**src/rtl/resposta_uart_tx.sv**
```systemverilog
// UART transmitter for the sensor response pair: sends the command byte then the
// value byte as two back-to-back 8N1 frames, LSB first, with busy/done/overrun status.
module resposta_uart_tx #(
    parameter int CLK_FREQ  = 50000000,
    parameter int BAUD_RATE = 9600
) (
    input  logic       clock,
    input  logic       reset,
    input  logic       dadosPodemSerEnviados,
    input  logic [7:0] response_command,
    input  logic [7:0] response_value,
    output logic       tx,
    output logic       busy,
    output logic       done,
    output logic       overrun
);

    localparam int CLKS_PER_BIT = CLK_FREQ / BAUD_RATE;
    localparam int BAUD_W = (CLKS_PER_BIT > 1) ? $clog2(CLKS_PER_BIT) : 1;
    localparam logic [BAUD_W-1:0] BAUD_LAST = BAUD_W'(CLKS_PER_BIT - 1);

    typedef enum logic [1:0] {IDLE, START, DATA, STOP} state_t;

    state_t            state, state_n;
    logic              byte_sel, byte_sel_n;
    logic [2:0]        bit_idx, bit_idx_n;
    logic [BAUD_W-1:0] baud_cnt, baud_cnt_n;
    logic [7:0]        command_reg, command_reg_n;
    logic [7:0]        value_reg, value_reg_n;
    logic              tx_n, busy_n, done_n, overrun_n;

    logic [7:0] cur_byte;
    logic [2:0] next_idx;
    logic       baud_end;

    assign cur_byte = byte_sel ? value_reg : command_reg;
    assign next_idx = bit_idx + 3'd1;
    assign baud_end = (baud_cnt == BAUD_LAST);

    always_ff @(posedge clock or negedge reset) begin
        if (!reset) begin
            state       <= IDLE;
            byte_sel    <= 1'b0;
            bit_idx     <= 3'd0;
            baud_cnt    <= '0;
            command_reg <= 8'd0;
            value_reg   <= 8'd0;
            tx          <= 1'b1;
            busy        <= 1'b0;
            done        <= 1'b0;
            overrun     <= 1'b0;
        end else begin
            state       <= state_n;
            byte_sel    <= byte_sel_n;
            bit_idx     <= bit_idx_n;
            baud_cnt    <= baud_cnt_n;
            command_reg <= command_reg_n;
            value_reg   <= value_reg_n;
            tx          <= tx_n;
            busy        <= busy_n;
            done        <= done_n;
            overrun     <= overrun_n;
        end
    end

    // tx is computed from the state being entered so the line is a clean register output
    always_comb begin
        state_n       = state;
        byte_sel_n    = byte_sel;
        bit_idx_n     = bit_idx;
        baud_cnt_n    = baud_cnt;
        command_reg_n = command_reg;
        value_reg_n   = value_reg;
        tx_n          = tx;
        done_n        = 1'b0;
        overrun_n     = dadosPodemSerEnviados && (state != IDLE);

        case (state)
            IDLE: begin
                tx_n = 1'b1;
                if (dadosPodemSerEnviados) begin
                    command_reg_n = response_command;
                    value_reg_n   = response_value;
                    byte_sel_n    = 1'b0;
                    baud_cnt_n    = '0;
                    state_n       = START;
                    tx_n          = 1'b0;
                end
            end
            START: begin
                if (baud_end) begin
                    baud_cnt_n = '0;
                    bit_idx_n  = 3'd0;
                    state_n    = DATA;
                    tx_n       = cur_byte[0];
                end else begin
                    baud_cnt_n = baud_cnt + 1'b1;
                end
            end
            DATA: begin
                if (baud_end) begin
                    baud_cnt_n = '0;
                    if (bit_idx == 3'd7) begin
                        state_n = STOP;
                        tx_n    = 1'b1;
                    end else begin
                        bit_idx_n = next_idx;
                        tx_n      = cur_byte[next_idx];
                    end
                end else begin
                    baud_cnt_n = baud_cnt + 1'b1;
                end
            end
            STOP: begin
                if (baud_end) begin
                    baud_cnt_n = '0;
                    if (!byte_sel) begin
                        byte_sel_n = 1'b1;
                        state_n    = START;
                        tx_n       = 1'b0;
                    end else begin
                        state_n = IDLE;
                        done_n  = 1'b1;
                        tx_n    = 1'b1;
                    end
                end else begin
                    baud_cnt_n = baud_cnt + 1'b1;
                end
            end
            default: begin
                state_n = IDLE;
                tx_n    = 1'b1;
            end
        endcase

        busy_n = (state_n != IDLE);
    end

endmodule

```
**config.mk**
```make
export PLATFORM = sky130hd
export DESIGN_NAME = resposta_uart_tx
export DESIGN_NICKNAME = d
export VERILOG_FILES = /design/src/rtl/resposta_uart_tx.sv
export SDC_FILE = /design/constraint.sdc
export NUM_CORES = 1
export LEC_CHECK = 0
export ABC_AREA = 1
export CAP_MARGIN = 20
export CORE_MARGIN = 2
export CORE_UTILIZATION = 33
export CTS_BUF_LIST = sky130_fd_sc_hd__clkbuf_2 sky130_fd_sc_hd__clkbuf_4 sky130_fd_sc_hd__clkbuf_8
export DETAILED_ROUTE_END_ITERATION = 7
export PLACE_DENSITY = 0.64
export RECOVER_POWER = 100
export SETUP_SLACK_MARGIN = 0.3
export SLEW_MARGIN = 20
export SYNTH_ARGS = -nofsm -noshare
export SYNTH_HDL_FRONTEND = slang
export SYNTH_SLANG_ARGS = --single-unit
```
**constraint.sdc**
```tcl
create_clock -name clock -period 1.9 [get_ports clock]
set_input_delay 0.285 -clock clock [delete_from_list [all_inputs] [get_ports clock]]
set_output_delay 0.285 -clock clock [all_outputs]
set_load 0.005 [all_outputs]
```
==> results of run 1 <==
## power breakdown
part | switching (mW) | internal, mW
Clock | 0.300 | 0.425
Sequential | 0.00640 | 0.850
Combinational | 0.0417 | 0.0465
Total | 0.348 | 1.32
## final timing paths
check	to	slack, ns	cells after the start
max	bit_idx[0]$_DFFE_PN0P_	0.23	10
min	baud_cnt[7]$_DFFE_PN0P_	0.21	2
max reg2reg	bit_idx[0]$_DFFE_PN0P_	0.23	10
min reg2reg	command_reg[5]$_DFFE_PN0P_	0.47	2
max in group asynchronous	state[1]$_DFF_PN0_	1.08	2
min in group clock	command_reg[5]$_DFFE_PN0P_	0.47	2
## layout by cell type, fill, tap and decap left out, types with 4 or more instances in the layout
cell type | synthesis | layout
o22ai_1 | 5 | 5
buf_4 | 0 | 6
inv_1 | 36 | 37
dfrtp_1 | 38 | 38
nand3_1 | 22 | 22
xor2_1 | 4 | 4
nor2_1 | 15 | 15
nand2_1 | 77 | 78
o21ai_0 | 21 | 20
clkdlybuf4s50_1 | 0 | 17
nor3_1 | 4 | 4
clkbuf_8 | 0 | 6
## through the flow
| step | util [%] | cells | hold slack [ns] | power (mW) |
|---|---|---|---|---|
| after detailed placement | 39.5 | 353 | 0.370 | 0.965 |
| after global routing | 41.8 | 364 | 0.317 | 1.76 |
| after floorplan | - | 254 | -0.0106 | 0.901 |
| after global placement | 39.5 | 353 | 0.374 | 0.964 |
| after CTS | 41.8 | 363 | 0.0484 | 1.69 |
| final | 41.8 | 364 | 0.214 | 1.67 |
## metal layers
metal | track usage [%] | wire length (microns) | vias up
li1 | - | - | 872
met3 | 4.62 | 237 | 6
met1 | 17.7 | 1950 | 770
met5 | 0 | 0 | -
met2 | 24.8 | 2060 | 33
met4 | 5.67 | 62 | 0
## cells by family (layout without fill, tap and decap cells)
family                   Yosys count  after routing  share of synthesized area [%]
adder cells (fa/ha/maj)            3              3                           1.89
AO/OA/AOI/OAI                     34             34                           9.25
buffers and inverters             43             78                           8.24
AND/OR/NAND/NOR                  131            131                           29.7
XOR/XNOR                           4              4                           1.76
flip-flops                        39             39                           49.1
## final cells by class
cell class | count | area [sq um] | share of cell area [%]
inverters | 39 | 146 | 5.96
clock inverters | 2 | 35.0 | 1.43
repair buffers | 31 | 273 | 11.1
multi-input cells | 172 | 850 | 34.6
well taps | 75 | 93.8 | 3.82
flip-flops and latches | 39 | 977 | 39.8
clock buffers | 6 | 82.6 | 3.36
## what timing repair did
action                                  in CTS  in global routing
resized for setup                            1                  6
endpoints found under the setup margin       5                 21
gates cloned                                 0                  0
setup buffers                                2                  1
==> results.sh, run 1 <==
export IMPL_clk_latency_ns=0.30
export IMPL_yosysSeqAreaShare_pct=49.1
export IMPL_synth_seq_cells=39
export IMPL_grt_first_pass_wirelength_microns=7430
export IMPL_arrival_ns=1.89
export IMPL_preCtsSetupSlack_ns=0.278
export IMPL_hold_class="input port to async pin"
export IMPL_ys_types=29
export IMPL_synth_async_sr_flop_share_pct=100
export IMPL_tritoncts="built"
export IMPL_gp_congestion=0.827
export IMPL_grt_pass1_vias=1687
export IMPL_fmax_mhz=599
export IMPL_clkTransAtPathRegs_ns=0.08
export IMPL_hold_violations=0
export IMPL_crit_chain="ha_1 > nand2_1 > inv_1 > nand3_2 > nor2_2 > nand2_1 > or2_4 > nor2_8 > nand3_2 > o21ai_0"
export IMPL_port_buffer_count=22
export IMPL_synth_edff_count=0
export IMPL_synth_most_common_cell="nand2_1"
export IMPL_syn_avg_cell_area_sq_um=7.83
export IMPL_drt_iter0_markers=66
export IMPL_powerDensity_nw_per_um2=680
export IMPL_ir_drop_mv=0.360
export IMPL_cts_sinks=39
export IMPL_clockRootBuffer="clkbuf_8"
export IMPL_r2r_start="baud_cnt[1]$_DFFE_PN0P_"
export IMPL_yosys_warnings=0
export IMPL_die_width_microns=81.6
export IMPL_core_area_sq_um=5890
export IMPL_die_area_sq_um=6670
export IMPL_htree_levels=2
export IMPL_drive_gt1_share_pct=9.34
export IMPL_antenna_cells=0
export IMPL_vias=1681
export IMPL_drv_slew=0
export IMPL_syn2layout_area_growth_pct=23.5
export IMPL_cts_hold_buf=0
export IMPL_crit_path_max_incr_delay_ns=0.37
export IMPL_cp_startpoint="baud_cnt[1]$_DFFE_PN0P_"
export IMPL_grt_max_degree=40
export IMPL_hpwl_microns=3080
export IMPL_wl_per_cell_microns=11.8
export IMPL_track_usage_pct=14.8
export IMPL_cellLeakagePower_nw=1.21
export IMPL_synthFlopType="dfrtp_1"
export IMPL_status="finished clean"
export IMPL_die_h_microns=81.6
export IMPL_synth_top_cell_area_share_pct=47.8
export IMPL_ant_nets=0
export IMPL_nets=310
export IMPL_start_util_pct=33.8
export IMPL_vias_per_cell=4.62
export IMPL_synth_area_sq_um=1990
export IMPL_cp_top_family="simple AND/OR/NAND/NOR gates"
export IMPL_synthTopCellsByArea="dfrtp_1 (48%), nand2_1 (15%), inv_1 (6.8%), nand3_1 (5.5%), o21ai_0 (5.3%)"
export IMPL_drc_errors=0
export IMPL_overflow=0
export IMPL_cts_buffers=5
export IMPL_final_area_sq_um=2460
export IMPL_clock_skew_final_ns=0.00218
export IMPL_cap_violations=0
export IMPL_drt_pass1_iter_count=4
export IMPL_path_class="register to register"
export IMPL_relSlewSlack_pct=35.5
export IMPL_crit_required_ns=2.12
export IMPL_worst_pin_slew_ns=0.967
export IMPL_netlist_instances=254
export IMPL_layout_min_cycle_time_ns=1.67
export IMPL_cp_num_buf_inv=1
export IMPL_synth_top_cells_by_count="nand2_1 (77), dfrtp_1 (38), inv_1 (36)"
export IMPL_setup_viol_count_final=0
export IMPL_synth_nets=276
export IMPL_cp_start_kind="register"
export IMPL_finalSetupTns_ns=0
export IMPL_postRouteWirelength_microns=4310
export IMPL_path_max_fanout=6
export IMPL_rsz0062_at_grt="yes"
export IMPL_ioPinCount=23
export IMPL_fillers=607
export IMPL_placed_area_sq_um=2330
export IMPL_cp_slowest_cell="dfrtp_1"
export IMPL_largest_reg_flops=13
export IMPL_antenna_found_initial=0
export IMPL_rows=28
export IMPL_end_kind="register"
export IMPL_clk_path_buf_depth=2
export IMPL_setup_ws_ns=0.231
export IMPL_timing_final_crit_share_pct=87.8
export IMPL_synth_top_area_cell="dfrtp_1"
Note: power is estimated with default switching activity, not from simulation.
==> inputs of run 2 (changes only) <==
Settings changed: PLACE_DENSITY 0.64 to not set, SLEW_MARGIN 20 to not set.
==> run 2 against run 1 <==
Effect of this change:
- non-clock buffer count rose by 4
- clock-buffer cell count rose by 1
- via count rose by 1.3%
- global-route usage fell by 0.52 points
- worst setup slack improved by 0.055 ns
- critical path depth fell by 1
- cell count rose by 1.1%
- utilization rose by 0.11 points
==> results.sh, run 2 (synthesis results as in run 1) <==
export IMPL_hpwl_microns=2980
export IMPL_met3_length_microns=193
export IMPL_power_total_mw=1.52
export IMPL_cts_buffers=5
export IMPL_grt_first_pass_wirelength_microns=7250
export IMPL_wl_per_cell_microns=11.4
export IMPL_mostFrequentLayoutCells="nand2_1 (76), inv_1 (37), dfrtp_1 (37)"
export IMPL_vias=1703
export IMPL_syn2layout_area_growth_pct=23.8
export IMPL_fin_cells=368
export IMPL_clkTransAtPathRegs_ns=0.08
export IMPL_core_area_sq_um=5890
export IMPL_cts_hold_buf=0
export IMPL_rows=28
export IMPL_cp_num_buf_inv=2
export IMPL_worst_pin_slew_ns=0.981
export IMPL_fmax_mhz=619
export IMPL_fin_util_pct=41.9
export IMPL_arrival_ns=1.80
export IMPL_overflow=0
export IMPL_cp_top_family="simple AND/OR/NAND/NOR gates"
export IMPL_status="finished clean"
export IMPL_antenna_found_initial=0
export IMPL_powerDensity_nw_per_um2=616
export IMPL_ant_nets=0
export IMPL_drt_iter0_markers=66
export IMPL_grt_max_degree=40
export IMPL_cpMostUsedCell="nand2_1"
export IMPL_drt_met1_wl_microns=1960
export IMPL_start_util_pct=33.8
export IMPL_largest_reg_flops=13
export IMPL_drive_gt1_share_pct=11.6
export IMPL_layout_min_cycle_time_ns=1.61
export IMPL_clockRootBuffer="clkbuf_8"
export IMPL_path_max_fanout=7
export IMPL_timing_final_crit_share_pct=85.0
export IMPL_drv_slew=0
export IMPL_layout_commonest_cell="nand2_1"
export IMPL_track_usage_pct=14.3
export IMPL_clock_skew_final_ns=0.0123
export IMPL_ioPinCount=23
export IMPL_crit_chain="ha_2 > nand2_2 > inv_1 > nand3_2 > nor2_1 > nand2_1 > nand2_1 > inv_4 > a22o_1"
export IMPL_port_buffer_count=22
export IMPL_finalSetupTns_ns=0
export IMPL_gp_congestion=0.803
export IMPL_cp_slowest_cell="dfrtp_1"
export IMPL_drc_errors=0
export IMPL_relSlewSlack_pct=34.6
export IMPL_path_class="register to register"
export IMPL_dp_cells=352
export IMPL_die_h_microns=81.6
export IMPL_die_width_microns=81.6
export IMPL_htree_levels=2
export IMPL_antenna_cells=0
export IMPL_cap_violations=0
export IMPL_crit_required_ns=2.09
export IMPL_postRouteWirelength_microns=4210
export IMPL_hold_class="input port to async pin"
export IMPL_die_area_sq_um=6670
export IMPL_cts_sinks=39
export IMPL_end_kind="register"
export IMPL_clk_path_buf_depth=2
export IMPL_hold_violations=0
export IMPL_rsz0062_at_grt="yes"
export IMPL_crit_path_max_incr_delay_ns=0.36
export IMPL_wl_met2_microns=1990
export IMPL_grt_pass1_vias=1647
export IMPL_nets=314
export IMPL_ir_drop_mv=0.271
export IMPL_cp_start_kind="register"
export IMPL_setup_viol_count_final=0
export IMPL_highest_layer="met4"
export IMPL_drt_pass1_iter_count=4
export IMPL_tritoncts="built"
export IMPL_cellLeakagePower_nw=1.21
export IMPL_vias_per_cell=4.63
export IMPL_clk_latency_ns=0.29
[run 2: cell count changes in the layout (fill, tap and decap cells not counted), sizes merged]
cell / previous run / this run
buf: 7 / 8
bufinv: 1 / 0
clkbuf: 9 / 13
[run 2: final timing paths]
kind	startpoint	endpoint	slack, ns	cells after the start
setup / recovery	baud_cnt[1]$_DFFE_PN0P_	baud_cnt[1]$_DFFE_PN0P_	0.29	9
hold / removal	reset	baud_cnt[6]$_DFFE_PN0P_	0.22	2
setup reg to reg	baud_cnt[1]$_DFFE_PN0P_	baud_cnt[1]$_DFFE_PN0P_	0.29	9
hold reg to reg	tx$_DFFE_PN1P_	tx$_DFFE_PN1P_	0.47	2
max in group asynchronous	reset	bit_idx[0]$_DFFE_PN0P_	1.01	2
min in group clock	tx$_DFFE_PN1P_	tx$_DFFE_PN1P_	0.47	2
[run 2: area by class of cell]
class / count / area, sq um
Inverter: 39 / 149
Fill cell: 615 / 3420
Clock inverter: 1 / 5.00
Clock buffer: 7 / 83.8
Tap cell: 75 / 93.8
Sequential cell: 39 / 978
Multi-Input combinational cell: 172 / 855
Timing Repair Buffer: 35 / 299
[run 2: timing repair]
action,in CTS,in global routing
setup endpoints to repair,6,16
gates resized for setup,3,10
buffers inserted,2,6
pin swaps,0,2
[run 2: power by group]
part | internal (mW) | leakage [nW] | switching, mW
Sequential | 0.851 | 0.463 | 0.00665
Combinational | 0.0466 | 0.699 | 0.0423
Clock | 0.286 | 0.0491 | 0.284
[run 2: per-layer routing]
layer,vias up,track usage (%)
met4,0,5.50
met3,8,3.96
li1,881,-
met2,42,24.4
met1,772,17.0
met5,-,0
[run 2: metrics by stage]
stage          setup slack, ns  hold slack (ns)  instance area [sq um]
3_3_place_gp             0.271            0.375                   2320
2_1_floorplan            0.431          -0.0106                   1990
5_1_grt                  0.135            0.318                   2460
3_5_place_dp             0.274            0.381                   2320
4_1_cts                  0.319           0.0622                   2420
6_report                 0.286            0.225                   2460
